### src/rtl/seven_seg_scan_if.sv
// Bundle between the pattern generators and the seven-segment scanner.
// master drives seg_bus/load/blink_mask; slave drives seg_out/an_out/frame_done.
interface seven_seg_scan_if #(
    parameter int NUM_DIGITS = 4
);
    logic [8*NUM_DIGITS-1:0] seg_bus;
    logic                    load;
    logic [NUM_DIGITS-1:0]   blink_mask;
    logic [7:0]              seg_out;
    logic [NUM_DIGITS-1:0]   an_out;
    logic                    frame_done;

    modport master (
        output seg_bus, load, blink_mask,
        input  seg_out, an_out, frame_done
    );

    modport slave (
        input  seg_bus, load, blink_mask,
        output seg_out, an_out, frame_done
    );
endinterface

### src/rtl/seven_seg_scan.sv
// Time-multiplexed seven-segment driver with blanking, blink, frame-aligned loads.
// Ports: clk, rst_n (async low), bus (slave): seg_bus/load/blink_mask in; seg_out/an_out/frame_done out.
module seven_seg_scan #(
    parameter int NUM_DIGITS   = 4,
    parameter int REFRESH_DIV  = 100000,
    parameter int BLANK_CYCLES = 2000,
    parameter int BLINK_FRAMES = 60
) (
    input logic            clk,
    input logic            rst_n,
    seven_seg_scan_if.slave bus
);
    localparam int CW = $clog2(REFRESH_DIV);
    localparam int DW = $clog2(NUM_DIGITS);
    localparam int FW = $clog2(BLINK_FRAMES + 1);

    logic [CW-1:0] cnt;
    logic [DW-1:0] dig;
    logic [FW-1:0] fcnt;
    logic          blink_on;

    logic [NUM_DIGITS-1:0][7:0] pending;
    logic [NUM_DIGITS-1:0][7:0] display;

    logic                  cnt_last;
    logic                  dig_last;
    logic                  wrap;
    logic                  blank;
    logic [NUM_DIGITS-1:0] an_next;
    logic [7:0]            seg_next;

    assign cnt_last = (cnt == CW'(REFRESH_DIV - 1));
    assign dig_last = (dig == DW'(NUM_DIGITS - 1));
    assign wrap     = cnt_last && dig_last;

    always_ff @(posedge clk or negedge rst_n) begin
        if (!rst_n) begin
            cnt <= '0;
            dig <= '0;
        end else begin
            cnt <= cnt_last ? '0 : cnt + 1'b1;
            if (cnt_last)
                dig <= dig_last ? '0 : dig + 1'b1;
        end
    end

    always_ff @(posedge clk or negedge rst_n) begin
        if (!rst_n) begin
            fcnt     <= '0;
            blink_on <= 1'b1;
        end else if (wrap) begin
            if (fcnt == FW'(BLINK_FRAMES - 1)) begin
                fcnt     <= '0;
                blink_on <= ~blink_on;
            end else begin
                fcnt <= fcnt + 1'b1;
            end
        end
    end

    // A load on the wrap edge bypasses pending so it lands in the next frame.
    always_ff @(posedge clk or negedge rst_n) begin
        if (!rst_n) begin
            pending <= {NUM_DIGITS{8'hFF}};
            display <= {NUM_DIGITS{8'hFF}};
        end else begin
            if (bus.load)
                pending <= bus.seg_bus;
            if (wrap)
                display <= bus.load ? bus.seg_bus : pending;
        end
    end

    always_comb begin
        blank    = (cnt < CW'(BLANK_CYCLES)) ||
                   (!blink_on && bus.blink_mask[dig]);
        an_next  = '1;
        seg_next = 8'hFF;
        if (!blank) begin
            an_next[dig] = 1'b0;
            seg_next     = display[dig];
        end
    end

    always_ff @(posedge clk or negedge rst_n) begin
        if (!rst_n) begin
            bus.seg_out    <= 8'hFF;
            bus.an_out     <= '1;
            bus.frame_done <= 1'b0;
        end else begin
            bus.seg_out    <= seg_next;
            bus.an_out     <= an_next;
            bus.frame_done <= wrap;
        end
    end
endmodule

### src/flat_wrapper.sv
// flat-port wrapper written by rule: the top's interface ports become plain ports
module seven_seg_scan_flat 
#(
    parameter int NUM_DIGITS   = 4,
    parameter int REFRESH_DIV  = 100000,
    parameter int BLANK_CYCLES = 2000,
    parameter int BLINK_FRAMES = 60
)
  (clk, rst_n, bus_seg_bus, bus_load, bus_blink_mask, bus_seg_out, bus_an_out, bus_frame_done);
  seven_seg_scan_if #(.NUM_DIGITS(NUM_DIGITS)) bus_i ();
  input logic clk;
  input logic rst_n;
  input wire logic [$bits(bus_i.seg_bus)-1:0] bus_seg_bus;
  input wire logic [$bits(bus_i.load)-1:0] bus_load;
  input wire logic [$bits(bus_i.blink_mask)-1:0] bus_blink_mask;
  output wire logic [$bits(bus_i.seg_out)-1:0] bus_seg_out;
  output wire logic [$bits(bus_i.an_out)-1:0] bus_an_out;
  output wire logic [$bits(bus_i.frame_done)-1:0] bus_frame_done;
  assign bus_i.seg_bus = bus_seg_bus;
  assign bus_i.load = bus_load;
  assign bus_i.blink_mask = bus_blink_mask;
  assign bus_seg_out = bus_i.seg_out;
  assign bus_an_out = bus_i.an_out;
  assign bus_frame_done = bus_i.frame_done;
  seven_seg_scan #(.NUM_DIGITS(NUM_DIGITS), .REFRESH_DIV(REFRESH_DIV), .BLANK_CYCLES(BLANK_CYCLES), .BLINK_FRAMES(BLINK_FRAMES)) u_core (.clk(clk), .rst_n(rst_n), .bus(bus_i));
endmodule
### config.mk
export PLATFORM = sky130hd
export DESIGN_NAME = seven_seg_scan_flat
export DESIGN_NICKNAME = d
export VERILOG_FILES = /design/src/rtl/seven_seg_scan_if.sv /design/src/rtl/seven_seg_scan.sv /design/src/flat_wrapper.sv
export SDC_FILE = /design/constraint.sdc
export NUM_CORES = 1
export LEC_CHECK = 0
export CAP_MARGIN = 20
export CORE_MARGIN = 2
export CORE_UTILIZATION = 30
export CTS_CLUSTER_SIZE = 40
export DETAILED_ROUTE_END_ITERATION = 10
export GPL_TIMING_DRIVEN = 1
export SLEW_MARGIN = 15
export SYNTH_ARGS = -nofsm -noshare
export SYNTH_HDL_FRONTEND = slang
export SYNTH_SLANG_ARGS = --single-unit
### constraint.sdc
create_clock -name clk -period 3 [get_ports clk]
set_input_delay 0.6 -clock clk [delete_from_list [all_inputs] [get_ports clk]]
set_output_delay 0.6 -clock clk [all_outputs]
set_load 0.03 [all_outputs]
# [After elaboration in Yosys (flattened, before gate mapping)]
# Index checks and enable logic that the tools add are counted.
[totals] ff_bits=103 output_inout_bits=13 wordCells=44
[classes] addsub=3 magnitude_cmp=3 eq_ne=3 mux=12 bitwise=2 reduce_logical=6
[ops] op="$mux W32" count=1
[ops] op="$add A17 B1 Y17 const B" count=1
[ops] op="$eq A17 B17 Y1 const B" count=1
[ops] op="$lt A17 B11 Y1 const B" count=1
[ops] op="$mux W17" count=1
[ops] op="$bmux W8 S2" count=1
[ops] op="$mux W8" count=2
[ops] op="$add A6 B1 Y6 const B" count=1
[ops] op="$eq A6 B6 Y1 const B" count=1
[ops] op="$mux W6" count=1
[ops] op="$mux W4" count=1
[ops] op="$not A4 Y4" count=1
[ops] op="$logic_and A1 B1 Y1" count=3
[ops] op="$lt A2 B3 Y1 const B" count=1
[ops] op="$add A2 B1 Y2 const B" count=1
[ops] op="$bmux W1 S2" count=1
[ops] op="$demux W1 S2" count=1
[ops] op="$eq A2 B2 Y1 const B" count=1
[ops] op="$ge A2 B1 Y1 const B" count=1
[ops] op="$mux W1" count=2
[ops] op="$mux W2" count=1
[ops] op="$reduce_and A2 Y1" count=1
[ops] op="$logic_not A1 Y1" count=1
[ops] op="$logic_or A1 B1 Y1" count=1
[ops] op="$not A1 Y1" count=1

# [Longest topological paths before layout]
[logic_depth] word_depth=6 ltp_mapped=6 ltp_nobuf=5

# [Least setup slack after synthesis]
# Ideal clock, no wire load.
[synth_timing] kind="reg2reg" from="reg u_core.cnt[11]" to="reg u_core.fcnt[0]" setup_ns=0.125 arrival_time_ns=1.876 required_time_ns=2.875 slack_ns=0.999 stages_incl_launch_ff=5 n_path_buf=0 cell_sequence="dfrtp_1 > or4_4 > nor4_2 > and2_1 > mux2_2"
[synth_between] elab_chain_cells=2
[synth_rtl] item="start, declared" line_no="seven_seg_scan.sv:17" source="logic [CW-1:0] cnt;"
[synth_rtl] item="start signal, assigned" line_no="seven_seg_scan.sv:41" source="cnt <= cnt_last ? '0 : cnt + 1'b1;"
[synth_rtl] item="$eq A17 B17 Y1" line_no="seven_seg_scan.sv:32" source="assign cnt_last = (cnt == CW'(REFRESH_DIV - 1));"
[synth_rtl] item="$logic_and A1 B1 Y1" line_no="seven_seg_scan.sv:34" source="assign wrap = cnt_last && dig_last;"
[synth_rtl] item="named net u_core.wrap" line_no="seven_seg_scan.sv:27" source="logic wrap;"
[synth_rtl] item="end signal, assigned" line_no="seven_seg_scan.sv:56" source="fcnt <= fcnt + 1'b1;"
[synth_rtl] item="end, declared" line_no="seven_seg_scan.sv:19" source="logic [FW-1:0] fcnt;"
# The timed path passes the listed nets, and every way through them passes these cells.
# A chain may end at the register's enable or synchronous reset.

# [Final worst setup path]
[layout_timing] from="reg u_core.cnt[11]" to="reg u_core.fcnt[1]"
# Same word-level chain as after synthesis.

==> metrics.cfg <==
[run_status]
status = finished, final reports clean

[route]
drt-initial-drc-count = 105
drt_wl_total_mm = 8.315
detail_route.first_pass.iterations = 4
post_drt_wl_per_cell_um = 15.28
vias_per_cell = 4.717
drc = 0
vias = 2566
drtAntennaViolNets = 0

[critical_path]
worstSetupPathType = flip-flop to flip-flop
reg2reg_depth = 4
path_cells = or4_4 -> nor4_2 -> and2_1 -> mux2_2
crit_arrival_ns = 2.57
path_buf_inv = 0
r2r_end = u_core.fcnt[1]$_DFFE_PN0P_
critPathMaxStageDelay_ns = 0.61
cp_max_fo = 5
cp-startpoint = u_core.cnt[11]$_DFF_PN0_
critPathTopFamily = simple AND/OR/NAND/NOR gates
end_kind = flip-flop
r2r_start = u_core.cnt[11]$_DFF_PN0_
slowest_stage = or4_4
start_kind = flip-flop
r2r_setup_slack_ns = 0.66
cp.required_ns = 3.23

[sta]
holdWs_ns = 0.2467
worst_pin_slew_ns = 0.7488
rsz0062_at_grt = false
fmax_ghz = 0.4270
post-route-min-period_ns = 2.342
min_period_over_period_pct = 78.06
fin_tns_setup_ns = 0
setup_violations = 0
finalHoldViolCount = 0
skew_ns = 0.006247
relSlewSlack_pct = 50.08
maxSlewViolCount = 0

[floorplanning]
rows = 44
boundaryPins = 52
coreArea_mm2 = 0.01464
dieArea_mm2 = 0.01615
die_h_um = 127.1
start_util_pct = 31.04
die_width_um = 127.1

[placement]
place_area_mm2 = 0.005256
place_hpwl_mm = 5.605
place_congestion = 0.8096
port_buffers = 51

[clock_network]
cts_made_buffers = 9
cts_buffer_depth = 2
clkSinkCount = 103
clock-root-buffer = clkbuf_16
cts_hold_buf = 0
clkLatencyLatePin_ns = 0.35
ctsHtreeMaxLevel = 3
path_clk_slew_ns = 0.07
cts_tree = built
post_cts_buffers = 0
post_cts_resized = 0

[final_layout]
finalNetCount = 400
seqCellArea_mm2 = 0.002674
num-fill-cells = 1382
final_cell_mix = dfstp_2, clkdlybuf4s50_1, mux2_2
drive_gt1_share_pct = 50.28
final_cell_area_mm2 = 0.005587
num_antenna_cells = 0
layout_commonest_cell = dfstp_2
multiInputGateArea_mm2 = 0.001784
area_growth_pct = 22.90

[power]
fin_total_pwr_mw = 2.993
clock_power_share_pct = 42.5
leakagePower_nw = 2.299
power_frac_seq_pct = 51.0
irDropWorstVdd_v = 0.0003037
share_comb_of_total_power_pct = 6.5
p_sw_share_pct = 20.38
internal_power_mw = 2.383
p_sw_uw = 610.0
powerDensity_mw_per_mm2 = 535.7

[synthesis]
synth_seq_cells = 103
ys_types = 38
synthArstFlopShare_pct = 100.0
yosysWarningCount = 0
synth.avg_cell_area_um2 = 15.10
synth_enable_flop_cells = 0
syn-cell-area_mm2 = 0.004546
postSynthCellCount = 301
ys.flop_type = dfstp_2
ys_seq_area_share_pct = 58.82
synthesis.nets = 346

[grt]
grt_pass1_vias = 2671
antenna_found_initial = 0
grt_overflow = 0
grt_pass1_wl_mm = 13.84
track_usage_pct = 11.10
grt_max_degree = 58

[hold_path]
min_path_type = input port to asynchronous set/reset pin

[run]
cap_violations = 0

-- worst reg2reg max path, cell delays in order (launching register included) --
cell	delay, ns
dfrtp_1	0.42
or4_4	0.61
nor4_2	0.58
and2_1	0.27
mux2_2	0.35
-- kinds of logic after synthesis --
family	count (synthesis)	synth area share [%]
xor gates and xnor gates	12	2.312
muxes	79	24.11
DFF	103	58.82
buffers and inverters	17	1.926
AOI/OAI and AO/OA	13	2.009
and+or+nand+nor	71	9.166
adders and majority gates	6	1.651
-- layout make-up --
cell class | instances | share of cell area [%]
flip-flops and latches | 103 | 47.86
repair buffers | 56 | 9.899
clock inverters | 6 | 1.635
well taps | 184 | 4.121
clock buffers | 10 | 4.278
multi-input cells | 181 | 31.94
inverters | 4 | 0.2688
-- Yosys cell counts (2+ instances only) --
cell,number,area [µm²]
dfstp_2,77,2023
mux2_2,38,427.9
mux2_4,29,435.4
dfrtp_1,26,650.6
nor2_1,12,45.04
nand2_1,11,41.29
nand2b_1,10,62.56
nand3_1,10,50.05
mux4_2,9,202.7
xnor2_1,8,70.07
and3_1,6,37.54
ha_1,6,75.07
o21ai_0,6,30.03
clkbuf_1,5,18.77
buf_1,4,15.01
inv_1,4,15.01
nand4_1,4,25.02
xor2_1,4,35.03
buf_6,3,33.78
mux2i_1,3,30.03
nor3_1,3,15.01
or3_1,3,18.77
and2_1,2,12.51
nand4b_1,2,17.52
or4_4,2,22.52
or4bb_1,2,22.52
-- worst max-delay path by stage --
stage               slack (ns)  cells past startpoint                              end
CTS                       0.67                      4       u_core.fcnt[1]$_DFFE_PN0P_
floorplan                  1.0                      4       u_core.fcnt[0]$_DFFE_PN0P_
detailed placement        0.63                      5  u_core.bus.seg_out[2]$_DFF_PN1_
global placement          0.69                      5   u_core.bus.an_out[3]$_DFF_PN1_
finish                    0.66                      4       u_core.fcnt[1]$_DFFE_PN0P_
global route              0.59                      5       u_core.fcnt[0]$_DFFE_PN0P_
-- per-stage QoR --
| stage | utilization, % | worst slack (ns) | cells |
|---|---|---|---|
| finish | 38.15 | 0.6581 | 544 |
| global route | 38.15 | 0.5911 | 544 |
| CTS | 38.15 | 0.6721 | 544 |
| detailed placement | 35.89 | 0.6310 | 528 |
| global placement | 35.89 | 0.6937 | 528 |
| floorplan | - | 0.9991 | 301 |
-- power groups by stage --
stage / Sequential, mW / Combinational (mW) / Clock, mW
floorplan: 1.54 / 0.105 / 0
global placement: 1.54 / 0.197 / 0
detailed placement: 1.55 / 0.200 / 0
CTS: 1.53 / 0.201 / 1.31
global route: 1.53 / 0.215 / 1.37
finish: 1.53 / 0.194 / 1.27
-- flip-flops by register name, summed over array words and instances (netlist names) --
signal	flops
u_core.display	32
u_core.pending	32
u_core.cnt	17
u_core.bus.seg_out	8
u_core.fcnt	6
u_core.bus.an_out	4
u_core.dig	2
u_core.blink_on	1
u_core.bus.frame_done	1
-- per-layer routing --
layer,global-route usage [%],vias up,part of all wire (%)
met1,14.18,1306,46
met2,17.77,62,48
met3,2.889,18,4.1
li1,-,1180,-
met4,5.042,0,2.2
met5,0,-,0
Power figures use the tool's default switching activity.
